$ cat config.mk
export PLATFORM = sky130hd
export DESIGN_NAME = img_pingpong_buffer_flat
export DESIGN_NICKNAME = d
export VERILOG_FILES = /design/src/rtl/img_pingpong_if.sv /design/src/rtl/img_pingpong_buffer.sv /design/src/flat_wrapper.sv
export SDC_FILE = /design/constraint.sdc
export NUM_CORES = 2
export LEC_CHECK = 0
export BUFFER_PORTS_ARGS = -buffer_cell sky130_fd_sc_hd__buf_2
export CAP_MARGIN = 0
export CORE_MARGIN = 2
export CORE_UTILIZATION = 40
export CTS_BUF_LIST = sky130_fd_sc_hd__clkbuf_8
export DETAILED_ROUTE_END_ITERATION = 8
export HOLD_SLACK_MARGIN = 0.02
export PLACE_DENSITY_LB_ADDON = 0.12
export SETUP_SLACK_MARGIN = 0.1
export SLEW_MARGIN = 20
export SYNTH_ARGS = -nofsm -noshare
export SYNTH_HDL_FRONTEND = slang
export SYNTH_SLANG_ARGS = --single-unit
$ cat constraint.sdc
create_clock -name clk -period 5.47 [get_ports clk]
set_clock_uncertainty 0.2 [all_clocks]
set_input_delay 0.547 -clock clk [delete_from_list [all_inputs] [get_ports clk]]
set_output_delay 0.547 -clock clk [all_outputs]
set_load 0.02 [all_outputs]
$ cat src/rtl/img_pingpong_if.sv
// img_pingpong_if: pixel-in / frame-read bundle between decimator, ping-pong buffer and network
interface img_pingpong_if #(
   parameter int ADR_W = 9
);
   logic             pix_valid;
   logic             pix_sof;
   logic [7:0]       pix_data;
   logic             pix_ready;
   logic [ADR_W-1:0] rd_addr;
   logic [7:0]       rd_data;
   logic             img_valid;
   logic             img_done;
   logic             sof_err;
   modport master (
      output pix_valid, pix_sof, pix_data, rd_addr, img_done,
      input  pix_ready, rd_data, img_valid, sof_err
   );
   modport slave (
      input  pix_valid, pix_sof, pix_data, rd_addr, img_done,
      output pix_ready, rd_data, img_valid, sof_err
   );
endinterface

$ cat src/rtl/img_pingpong_buffer.sv
// img_pingpong_buffer: two-bank frame store; one bank fills from the decimator while the network reads the other
module img_pingpong_buffer #(
   parameter int         NPIX      = 256,
   parameter int         ADR_W     = 9,
   parameter logic [7:0] BIAS_BYTE = 8'hFF
) (
   input logic         clk,
   input logic         reset,
   img_pingpong_if.slave bus
);
   localparam int IW = (NPIX > 1) ? $clog2(NPIX) : 1;
   localparam int CW = $clog2(NPIX + 1);
   localparam logic [1:0] IDLE = 2'd0, FILL = 2'd1, FULL = 2'd2;
   logic [1:0]       state;
   logic [CW-1:0]    count;
   logic [CW-1:0]    nxt_count;
   logic             wr_bank;
   logic             xfer;
   logic             we;
   logic             swap;
   logic [IW-1:0]    wr_idx;
   logic [IW-1:0]    rd_idx;
   logic [ADR_W-1:0] rd_off;
   logic [7:0]       bank0 [0:NPIX-1];
   logic [7:0]       bank1 [0:NPIX-1];
   assign bus.pix_ready = state != FULL;
   assign xfer = bus.pix_valid & bus.pix_ready;
   // pixels without sof while IDLE are consumed but never stored
   assign we = xfer && (state == FILL || bus.pix_sof);
   assign swap = state == FULL && (!bus.img_valid || bus.img_done);
   assign nxt_count = bus.pix_sof ? CW'(1) : count + CW'(1);
   assign wr_idx = bus.pix_sof ? '0 : count[IW-1:0];
   // address 0 is the network's bias input, pixels live at 1..NPIX
   assign rd_off = bus.rd_addr - ADR_W'(1);
   assign rd_idx = rd_off[IW-1:0];
   assign bus.rd_data = (bus.rd_addr == '0) ? BIAS_BYTE :
                        (bus.rd_addr <= ADR_W'(NPIX)) ? (wr_bank ? bank0[rd_idx] : bank1[rd_idx]) : 8'h00;
   always_ff @(posedge clk)
      if (we)
         if (wr_bank) bank1[wr_idx] <= bus.pix_data;
         else bank0[wr_idx] <= bus.pix_data;
   always_ff @(posedge clk or posedge reset)
      if (reset) begin
         state         <= IDLE;
         count         <= '0;
         wr_bank       <= 1'b0;
         bus.img_valid <= 1'b0;
         bus.sof_err   <= 1'b0;
      end else begin
         bus.sof_err   <= xfer && bus.pix_sof && state == FILL;
         bus.img_valid <= swap || (bus.img_valid && !bus.img_done);
         if (swap) begin
            wr_bank <= !wr_bank;
            count   <= '0;
            state   <= IDLE;
         end else if (we) begin
            count <= nxt_count;
            state <= (nxt_count == CW'(NPIX)) ? FULL : FILL;
         end
      end
endmodule

$ cat src/flat_wrapper.sv
// flat-port wrapper written by rule: the top's interface ports become plain ports
module img_pingpong_buffer_flat 
#(
   parameter int         NPIX      = 256,
   parameter int         ADR_W     = 9,
   parameter logic [7:0] BIAS_BYTE = 8'hFF
)
  (clk, reset, bus_pix_valid, bus_pix_sof, bus_pix_data, bus_rd_addr, bus_img_done, bus_pix_ready, bus_rd_data, bus_img_valid, bus_sof_err);
  img_pingpong_if #(.ADR_W(ADR_W)) bus_i ();
  input logic clk;
  input logic reset;
  input wire logic [$bits(bus_i.pix_valid)-1:0] bus_pix_valid;
  input wire logic [$bits(bus_i.pix_sof)-1:0] bus_pix_sof;
  input wire logic [$bits(bus_i.pix_data)-1:0] bus_pix_data;
  input wire logic [$bits(bus_i.rd_addr)-1:0] bus_rd_addr;
  input wire logic [$bits(bus_i.img_done)-1:0] bus_img_done;
  output wire logic [$bits(bus_i.pix_ready)-1:0] bus_pix_ready;
  output wire logic [$bits(bus_i.rd_data)-1:0] bus_rd_data;
  output wire logic [$bits(bus_i.img_valid)-1:0] bus_img_valid;
  output wire logic [$bits(bus_i.sof_err)-1:0] bus_sof_err;
  assign bus_i.pix_valid = bus_pix_valid;
  assign bus_i.pix_sof = bus_pix_sof;
  assign bus_i.pix_data = bus_pix_data;
  assign bus_i.rd_addr = bus_rd_addr;
  assign bus_i.img_done = bus_img_done;
  assign bus_pix_ready = bus_i.pix_ready;
  assign bus_rd_data = bus_i.rd_data;
  assign bus_img_valid = bus_i.img_valid;
  assign bus_sof_err = bus_i.sof_err;
  img_pingpong_buffer #(.NPIX(NPIX), .ADR_W(ADR_W), .BIAS_BYTE(BIAS_BYTE)) u_core (.clk(clk), .reset(reset), .bus(bus_i));
endmodule
# --- Word level (Yosys, flattened, before mapping) ---
# Memories as Yosys holds them, arrays and structs flattened.
# Index checks and enable logic that the tools add are counted.
# W data, S select, Z words.
word_totals:
  reg_bits: 14
  latchBits: 0
  ram_bits: 4096
  romBits: 0
  in_bits: 22
  output_inout_bits: 11
  mem_count: 2
memory_table:
  columns: ["name", "words", "width", "read_ports", "rd_ports_with_merged_regs", "wr", "line_no", "text"]
  rows:
  - ["u_core.bank0", 256, 8, 1, 0, 1, "img_pingpong_buffer.sv:24", "logic [7:0] bank0 [0:NPIX-1];"]
  - ["u_core.bank1", 256, 8, 1, 0, 1, "img_pingpong_buffer.sv:25", "logic [7:0] bank1 [0:NPIX-1];"]
op_classes:
  n_addsub: 2
  multipliers: 0
  n_div: 0
  n_lt_le_gt_ge: 1
  n_eq_ne: 4
  n_shift: 0
  mux: 16
  bitwise_logic: 1
  reduce_logical: 13
op_table:
  columns: ["op", "count"]
  rows:
  - ["$mux W8", 4]
  - ["$mux W9", 3]
  - ["$add A9 B1 Y9 const B", 1]
  - ["$eq A9 B9 Y1 const B", 1]
  - ["$le A9 B9 Y1 const B", 1]
  - ["$logic_not A9 Y1", 1]
  - ["$sub A8 B1 Y8 const B", 1]
  - ["$mux W1", 6]
  - ["$mux W2", 3]
  - ["$logic_and A1 B1 Y1", 5]
  - ["$logic_not A1 Y1", 3]
  - ["$logic_or A1 B1 Y1", 3]
  - ["$eq A2 B1 Y1 const B", 1]
  - ["$eq A2 B2 Y1 const B", 1]
  - ["$ne A2 B2 Y1 const B", 1]
  - ["$reduce_bool A2 Y1", 1]
  - ["$and A1 B1 Y1", 1]

# --- Logic depth before layout (Yosys ltp) ---
depth:
  depth_word: 6
  ltp_mapped: 21
  mapped_depth_nobuf: 10

# --- Least setup slack after synthesis ---
# No wires, ideal clock.
synth_timing:
  path_kind: "input-to-output"
  startpoint: "in bus_rd_addr[0]"
  endpoint: "out bus_rd_data[6]"
  arrival_time_ps: 4735
  required_time_ps: 4723
  slack_ps: -12
  cell_stages: 18
  path_cell_list: "buf_2 > buf_2 > buf_4 > buf_4 > inv_2 > clkbuf_1 > clkbuf_1 > ha_1 > buf_2 > buf_2 > buf_1 > buf_1 > mux4_2 > mux4_2 > a221oi_1 > a21oi_1 > nand3_1 > nand3_1"
synth_via:
  elab_chain_len: 5
  elab_cells_between_ends: 8
  cone_classes: "add/sub (1); order compare (1); mux (3); reduce/logical (1); memory (2)"
synth_lines:
  columns: ["element", "line_no", "text"]
  rows:
  - ["start, declared", "flat_wrapper.sv:15", "input wire logic [$bits(bus_i.rd_addr)-1:0] bus_rd_addr;"]
  - ["$sub A8 B1 Y8", "img_pingpong_buffer.sv:34", "assign rd_off = bus.rd_addr - ADR_W'(1);"]
  - ["$mem_v2 Z256 W8 (on tied branches)", null, null]
  - ["$mux W8 (2 in series)", "img_pingpong_buffer.sv:37", "(bus.rd_addr <= ADR_W'(NPIX)) ? (wr_bank ? bank0[rd_idx] : bank1[rd_idx]) : 8'h00;"]
  - ["$mux W8 *", "img_pingpong_buffer.sv:36", "assign bus.rd_data = (bus.rd_addr == '0) ? BIAS_BYTE :"]
  - ["end, declared", "flat_wrapper.sv:18", "output wire logic [$bits(bus_i.rd_data)-1:0] bus_rd_data;"]
# Every way passes the cells marked *; elsewhere a longest branch is shown, timed or not.

# --- Worst setup path in the final report ---
layout_timing:
  startpoint: "in bus_rd_addr[2]"
  endpoint: "out bus_rd_data[3]"
# Same word-level chain as after synthesis.

==> run metrics <==
CTS clk-pin slew, worst paths 60 ps; share of power burned in registers 53.7%; FMAX 0.1832 GHz; Avg Synthesized Cell Area 19.85 um^2; Worst EP arrival 4710 ps; Crit. End Element primary output; hold path cells 2; slowest cell delay on critical path 900 ps; Rows 232; vias in the first global route 84.03k; largest family of logic cells by synthesized area multiplexers; Crit path top cell by count buf_2; Ys Warns 0; Rel. slew slack 24.37%; P_int 48,730 uW; Crit Path Class in -> out; CTS Root Cell clkbuf_8; Leak 0.05710 uW; Compound-Gate Fraction of Synth Area 1.773%; layout cells sized above 1 24.08%; max-slew violations 0; min cycle time layout 5459 ps; crit path max fanout 15; Overflow after GRT 0; Post-synth EDFFs 4,096; worst slack, placed -220.4 ps; nets 8,597; DR pass1 iterations 6; clock sink total 4,110; DRC Markers 0; total power 64,800 uW; critical path data required time 4720 ps; IO Port Bufs 32; most area-hungry cell type in the Yosys netlist edfxtp_1; hold violation count in the final report 0; Syn Std Cell Area 0.1601 mm^2; actual slew at the worst max-slew pin 1134 ps; Synth-to-Final Area Change 12.73%; register area share after synthesis 77.02%; Sw Ratio 24.80%; asr flop ratio synth 0.3406%; core footprint 0.3988 mm^2; Max Cap Viol 0; pin count of the biggest net entering global routing 169; Combinational Power Share 8.2%; CP Cell Sequence buf_2 -> or4_4 -> o21a_1 -> nor2_4 -> nand2_1 -> o21ai_0 -> o31a_1 -> and4_1 -> a211o_1 -> buf_2; Setup WS post-layout 10.66 ps; Clk network pwr share 38.2%; CTS H-tree lvls 6; number of setup violations in the final report 0; Hold WC Path Type in -> reg; largest cells by area after synthesis edfxtp_1, mux4_2, nand2_1, nor2_1, nand3_1; fin util 45.27%; Psw 16,070 uW; hold slack final 204.4 ps; Top Ports 33; die width 636.8 um; GP Congestion 0.8070; Adder-Cell Fraction of Synth Area 0.02969%; Die H 636.8 um; Crit-path slowest cell o21ai_0; CTS Buf Count 686; reg2reg path depth 8; antenna violations before repair 37; global-route wire length before repair 628,100 um; post-synthesis mux area share 14.97%; Critical Path Source Type input port; Synthesized Nets 8,093; DR WL/cell 30.74 um; cell count after synthesis 8,068; Post-CTS Setup Bufs 0; family with the most delay on the worst path simple AND/OR/NAND/NOR gates; synth unique cells 64; pwr dens 358.9 mW/mm^2; maximum VDD drop 0.0002137 V; die area 0.4055 mm^2; Synth Register Bits 4,110; simple-gate share of the synthesized area 4.764%; Clock Latency Late Sink 1240 ps; final cell count without fillers 14.38k; Fill cells 34.26k; DR vias 81.17k; WP buf/inv 2; WP depth 10; DP HPWL 255,600 um; DRT antenna net count 0; CTS tree done; final wirelength 441,900 um; routed vias/inst 5.646; Initial Utilization 40.15%; initial DRC count 8,355; Total GRT Usage 21.47%; top-area cell type share of the netlist area 76.80%; unrepaired setup endpoints after global routing true; Max Buffers Root-to-Sink 4; Placed Instances 13.13k; fin crit share 99.81%; Post-Synth XOR/XNOR Area 0.08125%; Synth Flop Type edfxtp_1; outcome finished clean
## power by group through the flow
stage | Clock, uW | Sequential (uW) | Combinational, uW
global placement | 0 | 35400 | 5300
detailed placement | 0 | 35400 | 5330
CTS | 25400 | 34800 | 5360
finish | 24700 | 34800 | 5290
global route | 26700 | 34800 | 5560
floorplan | 0 | 35400 | 2700
## metrics by stage
step           instance area, um^2  setup TNS (ps)
6_report                    180500               0
5_1_grt                     180500               0
4_1_cts                     180500          -123.7
3_5_place_dp                168100          -341.6
3_3_place_gp                168100          -938.5
2_1_floorplan               160200               0
## layout make-up
type	count	area, um^2	share of cell area [%]
Inverter	7	28.78	0.01594
Tap cell	5265	6588	3.649
Sequential cell	4110	123300	68.32
Clock inverter	522	2604	1.442
Clock buffer	698	9607	5.321
Multi-Input combinational cell	3445	34860	19.31
Antenna cell	6	15.01	0.008316
Timing Repair Buffer	322	3493	1.935
## logic make-up after synthesis
| family | count (synthesis) |
|---|---|
| simple gates | 1853 |
| buf+inv | 513 |
| mux | 1126 |
| compound gates | 448 |
| fa+ha+maj | 4 |
| flops | 4110 |
| xor+xnor | 14 |
## worst paths after layout
path / startpoint / end / slack (ps)
max reg2reg: u_core.state[1]$_DFFE_PP0P_ / u_core.bank1[83][5]$_DFFE_PP_ / 1320
max: bus_rd_addr[2] / bus_rd_data[3] / 10
min in group asynchronous: reset / u_core.state[0]$_DFFE_PP0P_ / 400
min reg2reg: u_core.bus.img_valid$_DFF_PP0_ / u_core.bus.img_valid$_DFF_PP0_ / 320
max in group asynchronous: reset / u_core.wr_bank$_DFFE_PP0P_ / 4150
min: bus_pix_data[6] / u_core.bank1[165][6]$_DFFE_PP_ / 200
## placed cells by master (no fill, tap or decap), types with 23 or more instances in the layout
cell type / n
and3_1: 46
a221oi_1: 34
clkbuf_8: 698
o21ai_0: 45
a32oi_1: 41
buf_12: 82
nand2_1: 878
a21oi_1: 186
clkinv_1: 166
mux2i_1: 111
mux4_2: 1015
nand3_1: 232
edfxtp_1: 4096
buf_4: 192
clkinv_2: 47
nor2_1: 584
a31oi_1: 56
buf_2: 23
inv_1: 253
a22oi_1: 25
## registers in the layout (all words and copies together) (netlist names)
register,count
u_core.count,9
u_core.wr_bank,1
u_core.bus.sof_err,1
u_core.state,2
u_core.bank1,2048
u_core.bus.img_valid,1
u_core.bank0,2048
## routing by layer
layer  up-vias  wire length (um)  track usage, %
li1      33820                 -               -
met1     43730            189800           30.55
met2      2897            210800           34.20
met3       713             28000           3.531
met5         -                13               0
met4         2             13290           6.426
## cell usage after synthesis, types with 7 or more instances
cell,instances
o22a_1,8
o21ai_0,49
xnor2_1,7
o22ai_1,7
and4_1,8
buf_2,170
or3_1,19
nor4_1,8
a211o_1,8
a31oi_1,56
buf_1,67
o221ai_1,7
mux2i_1,111
and3_1,46
a21oi_1,189
edfxtp_1,4096
clkbuf_1,259
a22oi_1,25
a221oi_1,34
nor2b_1,7
nand3_1,237
mux4_2,1015
buf_4,8
nand4_1,8
nand2_1,890
dfrtp_1,14
o31a_1,7
nor2_1,590
nor3_1,11
a32oi_1,41
nand2b_1,7
## timing repair
item                       in CTS  in global routing
gates resized for setup         1                  7
hold endpoints to repair     1543                  0
setup endpoints to repair       8                  5
hold buffers                   16                  0
Note: power is estimated with default switching activity, not from simulation.
